--- config.mk ---
export PLATFORM = sky130hd
export DESIGN_NAME = noc_input_buffer_flat
export DESIGN_NICKNAME = d
export VERILOG_FILES = /design/src/rtl/noc_pkg.sv /design/src/rtl/noc_input_buffer_if.sv /design/src/rtl/noc_fifo.sv /design/src/rtl/noc_input_buffer.sv /design/src/flat_wrapper.sv
export SDC_FILE = /design/constraint.sdc
export NUM_CORES = 1
export LEC_CHECK = 0
export CAP_MARGIN = 0
export CORE_ASPECT_RATIO = 1.75
export CORE_MARGIN = 4
export CORE_UTILIZATION = 30
export DETAILED_ROUTE_END_ITERATION = 7
export PLACE_DENSITY = 0.46
export SLEW_MARGIN = 10
export SYNTH_ARGS = -nofsm -noshare
export SYNTH_HDL_FRONTEND = slang
export SYNTH_SLANG_ARGS = --single-unit
--- constraint.sdc ---
create_clock -name clk -period 4.65 [get_ports clk]
set_input_delay 0.465 -clock clk [delete_from_list [all_inputs] [get_ports clk]]
set_output_delay 0.465 -clock clk [all_outputs]
set_load 0.02 [all_outputs]
--- src/rtl/noc_pkg.sv ---
`default_nettype none
// +--------------------------------------------------------------------+
// | noc_pkg : flit encodings, port codes and field offsets for the NoC  |
// | Revision: 1.0                                                       |
// +--------------------------------------------------------------------+
package noc_pkg;

  localparam logic [2:0] FLIT_ID_HEADER = 3'b001;
  localparam logic [2:0] FLIT_ID_BODY   = 3'b010;
  localparam logic [2:0] FLIT_ID_TAIL   = 3'b100;

  // One-hot router port codes shared with the arbiter and crossbar.
  localparam logic [5:0] IDLE = 6'b000001;
  localparam logic [5:0] L    = 6'b000010;
  localparam logic [5:0] N    = 6'b000100;
  localparam logic [5:0] E    = 6'b001000;
  localparam logic [5:0] W    = 6'b010000;
  localparam logic [5:0] S    = 6'b100000;

  localparam int FLIT_ID_W = 3;
  localparam int LEN_LSB   = 0;
  localparam int LEN_W     = 12;

  typedef enum logic [0:0] {
    FRAME_IDLE   = 1'b0,
    FRAME_IN_PKT = 1'b1
  } frame_state_e;

  // flit_id sits in the top FLIT_ID_W bits of a flit of the given width.
  function automatic int flit_id_lsb(input int flit_width);
    return flit_width - FLIT_ID_W;
  endfunction

endpackage
`default_nettype wire

--- src/rtl/noc_input_buffer_if.sv ---
`default_nettype none
// +--------------------------------------------------------------------+
// | noc_input_buffer_if : link-side and arbiter-side buffer signals     |
// | Revision: 1.0                                                       |
// +--------------------------------------------------------------------+
interface noc_input_buffer_if #(
  parameter int FLIT_WIDTH = 32
) ();
  import noc_pkg::*;

  logic                  in_valid;
  logic [FLIT_WIDTH-1:0] in_flit;
  logic                  in_ready;
  logic                  rd_en;
  logic [FLIT_WIDTH-1:0] out_flit;
  logic [FLIT_ID_W-1:0]  flit_id;
  logic [LEN_W-1:0]      length;
  logic                  req;
  logic                  frame_err;

  modport master (
    output in_valid, in_flit, rd_en,
    input  in_ready, out_flit, flit_id, length, req, frame_err
  );

  modport slave (
    input  in_valid, in_flit, rd_en,
    output in_ready, out_flit, flit_id, length, req, frame_err
  );

endinterface
`default_nettype wire

--- src/rtl/noc_fifo.sv ---
`default_nettype none
// +--------------------------------------------------------------------+
// | noc_fifo : generic first-word-fall-through FIFO, power-of-two depth |
// | Revision: 1.0                                                       |
// +--------------------------------------------------------------------+
module noc_fifo #(
  parameter int WIDTH = 32,
  parameter int DEPTH = 4,
  localparam int PTR_W = $clog2(DEPTH),
  localparam int CNT_W = PTR_W + 1
) (
  input  logic             clk,
  input  logic             rst,
  input  logic             push_i,
  input  logic             pop_i,
  input  logic [WIDTH-1:0] wdata_i,
  output logic [WIDTH-1:0] rdata_o,
  output logic             full_o,
  output logic             empty_o,
  output logic [CNT_W-1:0] count_o
);

  logic [WIDTH-1:0] mem_q [DEPTH];
  logic [PTR_W-1:0] wr_ptr_q, wr_ptr_d;
  logic [PTR_W-1:0] rd_ptr_q, rd_ptr_d;
  logic [CNT_W-1:0] count_q, count_d;
  logic             w_full, w_empty, w_do_push, w_do_pop;

  assign w_full    = (count_q == CNT_W'(DEPTH));
  assign w_empty   = (count_q == '0);
  assign w_do_push = push_i & ~w_full;
  assign w_do_pop  = pop_i & ~w_empty;

  // Pointers wrap naturally because DEPTH is a power of two.
  always_comb begin
    wr_ptr_d = wr_ptr_q;
    rd_ptr_d = rd_ptr_q;
    count_d  = count_q;
    if (w_do_push) begin
      wr_ptr_d = wr_ptr_q + 1'b1;
    end
    if (w_do_pop) begin
      rd_ptr_d = rd_ptr_q + 1'b1;
    end
    unique case ({w_do_push, w_do_pop})
      2'b10:   count_d = count_q + 1'b1;
      2'b01:   count_d = count_q - 1'b1;
      default: count_d = count_q;
    endcase
  end

  always_ff @(posedge clk or negedge rst) begin
    if (!rst) begin
      wr_ptr_q <= '0;
      rd_ptr_q <= '0;
      count_q  <= '0;
    end else begin
      wr_ptr_q <= wr_ptr_d;
      rd_ptr_q <= rd_ptr_d;
      count_q  <= count_d;
    end
  end

  // Storage carries no reset; stale entries are never visible past the pointers.
  always_ff @(posedge clk) begin
    if (w_do_push) begin
      mem_q[wr_ptr_q] <= wdata_i;
    end
  end

  assign rdata_o = mem_q[rd_ptr_q];
  assign full_o  = w_full;
  assign empty_o = w_empty;
  assign count_o = count_q;

endmodule
`default_nettype wire

--- src/rtl/noc_input_buffer.sv ---
`default_nettype none
// +--------------------------------------------------------------------+
// | noc_input_buffer : per-port framing check and FWFT flit buffer      |
// | Revision: 1.0                                                       |
// +--------------------------------------------------------------------+
module noc_input_buffer
  import noc_pkg::*;
#(
  parameter int FLIT_WIDTH = 32,
  parameter int DEPTH      = 4
) (
  input  logic              clk,
  input  logic              rst,
  noc_input_buffer_if.slave bus
);

  localparam int ID_LSB = flit_id_lsb(FLIT_WIDTH);
  localparam int CNT_W  = $clog2(DEPTH) + 1;

  frame_state_e          state_q, state_d;
  logic                  frame_err_q, frame_err_d;
  logic [LEN_W-1:0]      length_q, length_d;

  logic [FLIT_ID_W-1:0]  w_in_id;
  logic [FLIT_ID_W-1:0]  w_head_id;
  logic [FLIT_WIDTH-1:0] w_head;
  logic [LEN_W-1:0]      w_head_len;
  logic                  w_full, w_empty;
  logic                  w_in_ready, w_accept, w_push, w_pop, w_err_set;
  logic                  w_head_is_hdr;
  logic [CNT_W-1:0]      w_count_unused;

  noc_fifo #(
    .WIDTH (FLIT_WIDTH),
    .DEPTH (DEPTH)
  ) u_fifo (
    .clk     (clk),
    .rst     (rst),
    .push_i  (w_push),
    .pop_i   (bus.rd_en),
    .wdata_i (bus.in_flit),
    .rdata_o (w_head),
    .full_o  (w_full),
    .empty_o (w_empty),
    .count_o (w_count_unused)
  );

  // Held low while rst is asserted so the link sees no credit during reset.
  assign w_in_ready = rst & ~w_full;
  assign w_accept   = bus.in_valid & w_in_ready;
  assign w_in_id    = bus.in_flit[FLIT_WIDTH-1:ID_LSB];
  assign w_pop      = bus.rd_en & ~w_empty;

  assign w_head_id     = w_head[FLIT_WIDTH-1:ID_LSB];
  assign w_head_len    = w_head[LEN_LSB +: LEN_W];
  assign w_head_is_hdr = ~w_empty & (w_head_id == FLIT_ID_HEADER);

  // Badly framed flits are consumed from the link but never written.
  always_comb begin
    state_d   = state_q;
    w_push    = 1'b0;
    w_err_set = 1'b0;
    if (w_accept) begin
      unique case (state_q)
        FRAME_IDLE: begin
          if (w_in_id == FLIT_ID_HEADER) begin
            w_push  = 1'b1;
            state_d = FRAME_IN_PKT;
          end else begin
            w_err_set = 1'b1;
          end
        end
        FRAME_IN_PKT: begin
          if (w_in_id == FLIT_ID_BODY) begin
            w_push = 1'b1;
          end else if (w_in_id == FLIT_ID_TAIL) begin
            w_push  = 1'b1;
            state_d = FRAME_IDLE;
          end else begin
            w_err_set = 1'b1;
          end
        end
        default: state_d = FRAME_IDLE;
      endcase
    end
  end

  assign frame_err_d = frame_err_q | w_err_set;
  assign length_d    = (w_pop && w_head_is_hdr) ? w_head_len : length_q;

  always_ff @(posedge clk or negedge rst) begin
    if (!rst) begin
      state_q     <= FRAME_IDLE;
      frame_err_q <= 1'b0;
      length_q    <= '0;
    end else begin
      state_q     <= state_d;
      frame_err_q <= frame_err_d;
      length_q    <= length_d;
    end
  end

  // Header length bypasses length_q so the arbiter timer can load it before the pop.
  assign bus.in_ready  = w_in_ready;
  assign bus.req       = ~w_empty;
  assign bus.out_flit  = w_empty ? '0 : w_head;
  assign bus.flit_id   = w_empty ? '0 : w_head_id;
  assign bus.length    = w_head_is_hdr ? w_head_len : length_q;
  assign bus.frame_err = frame_err_q;

endmodule
`default_nettype wire

--- src/flat_wrapper.sv ---
// flat-port wrapper written by rule: the top's interface ports become plain ports
module noc_input_buffer_flat import noc_pkg::*;
#(
  parameter int FLIT_WIDTH = 32,
  parameter int DEPTH      = 4
)
  (clk, rst, bus_in_valid, bus_in_flit, bus_rd_en, bus_in_ready, bus_out_flit, bus_flit_id, bus_length, bus_req, bus_frame_err);
  noc_input_buffer_if #(.FLIT_WIDTH(FLIT_WIDTH)) bus_i ();
  input  logic clk;
  input  logic rst;
  input wire logic [$bits(bus_i.in_valid)-1:0] bus_in_valid;
  input wire logic [$bits(bus_i.in_flit)-1:0] bus_in_flit;
  input wire logic [$bits(bus_i.rd_en)-1:0] bus_rd_en;
  output wire logic [$bits(bus_i.in_ready)-1:0] bus_in_ready;
  output wire logic [$bits(bus_i.out_flit)-1:0] bus_out_flit;
  output wire logic [$bits(bus_i.flit_id)-1:0] bus_flit_id;
  output wire logic [$bits(bus_i.length)-1:0] bus_length;
  output wire logic [$bits(bus_i.req)-1:0] bus_req;
  output wire logic [$bits(bus_i.frame_err)-1:0] bus_frame_err;
  assign bus_i.in_valid = bus_in_valid;
  assign bus_i.in_flit = bus_in_flit;
  assign bus_i.rd_en = bus_rd_en;
  assign bus_in_ready = bus_i.in_ready;
  assign bus_out_flit = bus_i.out_flit;
  assign bus_flit_id = bus_i.flit_id;
  assign bus_length = bus_i.length;
  assign bus_req = bus_i.req;
  assign bus_frame_err = bus_i.frame_err;
  noc_input_buffer #(.FLIT_WIDTH(FLIT_WIDTH), .DEPTH(DEPTH)) u_core (.clk(clk), .rst(rst), .bus(bus_i));
endmodule
==> impl_metrics.toml <==
[clock_network]
numCtsBuffers = 17
clk_latency_ns = 0.41
postCtsHoldBufs = 0
cts.repair.resized = 0
clockBufferDepth = 2
clk_pin_slew_ns = 0.06
cts_sinks = 149
postCtsSetupBuffers = 0
cts_tree = "built"
cts-root-buf = "clkbuf_16"
htree_levels = 4

[yosys]
synth_area_per_cell_um2 = 20.2
synth_top_area_share_pct = 63.4
yosysSeqAreaShare_pct = 72.1
ys_ff_latch = 149
synth_top_area_cell = "edfxtp_1"
synth_cell_types = 33
syn_area_um2 = 6060
synth_compound_area_share_pct = 0.888
synthSimpleGateAreaFrac_pct = 5.43
netlist_instances = 300
synth_area_leaders = "edfxtp_1 (63%), mux4_2 (12%), dfrtp_1 (8.7%)"
synth_top_family_by_area = "multiplexers"
synth_mux_area_share_pct = 17.3
synth_xor_xnor_area_share_pct = 0.867
yosys.area_share.adder_pct = 1.36
ys.warnings.count = 0
synth_nets = 342

[place]
place_hpwl_um = 7790
placed_cell_area_um2 = 7160
port_buffers = 85
place.gp.congestion = 0.666

[drt]
routed_wl_um = 12300
drc_errors = 0
drtPass1Iterations = 4
vias = 2971
antenna_left = 0
viasPerCell = 4.58
routedWlPerCell_um = 19.0
drt_iter0_drc = 118

[power]
power.internal_uw = 3450
pwr-share-comb_pct = 38.9
power_density_nw_per_um2 = 648
p_leak_uw = 0.00263
total_power_uw = 5030
peakVddDrop_uv = 289
seq_power_share_pct = 33.9
p_switching_uw = 1580
p_clk_share_pct = 27.3
swShare_pct = 31.4

[global_route]
grt_use_total_pct = 11.6
grt_overflow = 0
grt_pass1_wl_um = 19200
grt_max_degree = 36
first_global_vias = 3325
antenna_found_initial = 0

[floorplan]
core_area_um2 = 19800
fp.dieH_um = 196
initial_core_util_pct = 30.6
rows = 68
io_pins = 86
die-area_um2 = 22600
dieWidth_um = 115

[sta]
max_freq_mhz = 261
skew_ns = 0.0118
hold_viol = 0
worst_pin_slew_ns = 0.957
slew_violations = 0
fin_hold_ws_ns = 0.467
final.setup.tns_ns = 0
rsz0062_at_grt = "no"
min_period_ns = 3.84
setup_violations = 0
slew_headroom_pct = 36.2
fin_crit_sh_pct = 82.5

[setup_path]
cp-start-kind = "flip-flop"
worstSetupPathType = "reg2out"
cp.arrival_ns = 3.37
cp_num_buf_inv = 1
cpMaxStageDelayCell = "nor3b_4"
crit_family = "multiplexers"
r2r_slack_ns = 2.13
crit_required_ns = 4.18
path_depth = 4
crit_path_end_kind = "primary output"
cpPeakStageDelay_ns = 0.75
path_cells = "mux4_2 > nor3b_4 > mux2_2 > clkdlybuf4s50_1"
reg2reg_depth = 10
cp_max_fo = 12

[hold_path]
worstHoldPathType = "reg2reg"
hold_depth = 1

[final_layout]
syn2layout_area_growth_pct = 28.3
drive_gt1_share_pct = 23.3
n_antenna_cell = 0
nets = 433
fin_area_um2 = 7770
fillers = 1869
finish.utilization_pct = 39.2

[run]
drv_cap = 0

[status]
status = "finished, final reports clean"
==> final timing paths <==
kind                                            from                   endpoint
setup / recovery           u_core.u_fifo.rd_ptr_q[0]             bus_length[11]
hold reg to reg                 u_core.bus.frame_err       u_core.bus.frame_err
hold / removal                  u_core.bus.frame_err       u_core.bus.frame_err
max in group asynchronous                        rst  u_core.u_fifo.rd_ptr_q[1]
setup reg to reg            u_core.u_fifo.count_o[0]   u_core.u_fifo.count_o[2]
min in group asynchronous                        rst         u_core.length_q[2]
==> flip-flops by register name, indices dropped and copies added, names as in the netlist <==
signal                  cells
u_core.bus.frame_err        1
u_core.length_q            12
u_core.state_q              1
u_core.u_fifo.count_o       3
u_core.u_fifo.mem_q       128
u_core.u_fifo.rd_ptr_q      2
u_core.u_fifo.wr_ptr_q      2
==> worst reg2reg max path, stage by stage (launching register included) <==
cell	delay [ns]
dfrtp_1	0.41
or3b_2	0.49
and2_1	0.20
o2111a_1	0.23
inv_1	0.09
ha_1	0.17
inv_1	0.06
fa_1	0.38
xor2_1	0.15
nor2_1	0.11
xor2_1	0.16
==> routing by layer <==
metal | up-vias | share of wire (%) | GRT usage (%)
met5 | - | 0 | 0
met4 | 0 | 1.5 | 4.87
met3 | 8 | 3.7 | 2.65
met2 | 63 | 55 | 20.8
met1 | 1549 | 39 | 12.9
li1 | 1351 | - | -
==> logic make-up (layout without fill, tap and decap cells) <==
| kind of cell | after synthesis | after routing |
|---|---|---|
| AND/OR/NAND/NOR | 50 | 50 |
| buffers and inverters | 24 | 128 |
| AO/OA/AOI/OAI | 7 | 7 |
| XOR/XNOR | 6 | 6 |
| flip-flops | 149 | 149 |
| multiplexers | 58 | 58 |
| adder cells (fa/ha/maj) | 6 | 6 |
==> power by group through the flow <==
stage               combinational, µW  clock, µW  sequential [µW]
floorplan                        1310          0             1650
global placement                 1990          0             1730
detailed placement               2010          0             1740
CTS                              2010       1410             1710
global route                     2100       1470             1730
finish                           1960       1370             1710
==> placed cells by master (no fill, tap or decap) <==
master / Yosys / routed
o31a_1: 1 / 1
and2_2: 0 / 4
nor2_1: 1 / 1
nor3_1: 1 / 1
o22a_1: 1 / 1
o2111a_1: 1 / 1
clkdlybuf4s50_1: 0 / 85
mux2_4: 10 / 10
dfrtp_2: 0 / 2
nand3_1: 2 / 2
ha_1: 5 / 5
o22ai_1: 1 / 1
inv_6: 0 / 5
and2_4: 1 / 1
clkbuf_16: 0 / 20
o21ai_0: 2 / 2
mux2i_1: 1 / 1
mux4_2: 32 / 32
nor3b_4: 1 / 1
mux2_1: 10 / 10
a31o_2: 1 / 1
nand2_1: 2 / 2
inv_1: 7 / 7
buf_4: 4 / 4
xnor2_1: 3 / 3
or3b_2: 1 / 1
mux2_2: 5 / 5
and2_1: 37 / 33
nand2b_1: 2 / 2
or3_1: 1 / 1
nor3_4: 1 / 1
dfrtp_1: 21 / 19
fa_1: 1 / 1
clkbuf_8: 0 / 3
xor2_1: 3 / 3
edfxtp_1: 128 / 128
clkinvlp_4: 0 / 4
==> Yosys cell counts, drive strengths merged <==
library cell / n
nor3b: 1
mux2: 25
o21ai: 2
xor2: 3
clkbuf: 8
and2: 38
inv: 7
mux4: 32
or3b: 1
o22a: 1
o2111a: 1
nor3: 2
fa: 1
o31a: 1
o22ai: 1
a31o: 1
nand2b: 2
ha: 5
edfxtp: 128
nand3: 2
mux2i: 1
buf: 9
nand2: 2
xnor2: 3
dfrtp: 21
or3: 1
nor2: 1
==> through the flow <==
stage          instances  setup WS, ns
2_1_floorplan        300          2.22
3_3_place_gp         617          1.18
3_5_place_dp         617          1.16
4_1_cts              649         0.706
5_1_grt              649         0.632
6_report             649         0.812
==> cell type report <==
class	count	area, µm²	share of cell area, %
tap	245	307	3.94
clock buffer	23	542	6.97
timing repair buffer	89	881	11.3
multi-input combinational	127	1570	20.2
sequential	149	4370	56.2
inverter	7	26.3	0.338
clock inverter	9	73.8	0.950
Note: power is estimated with default switching activity, not from simulation.
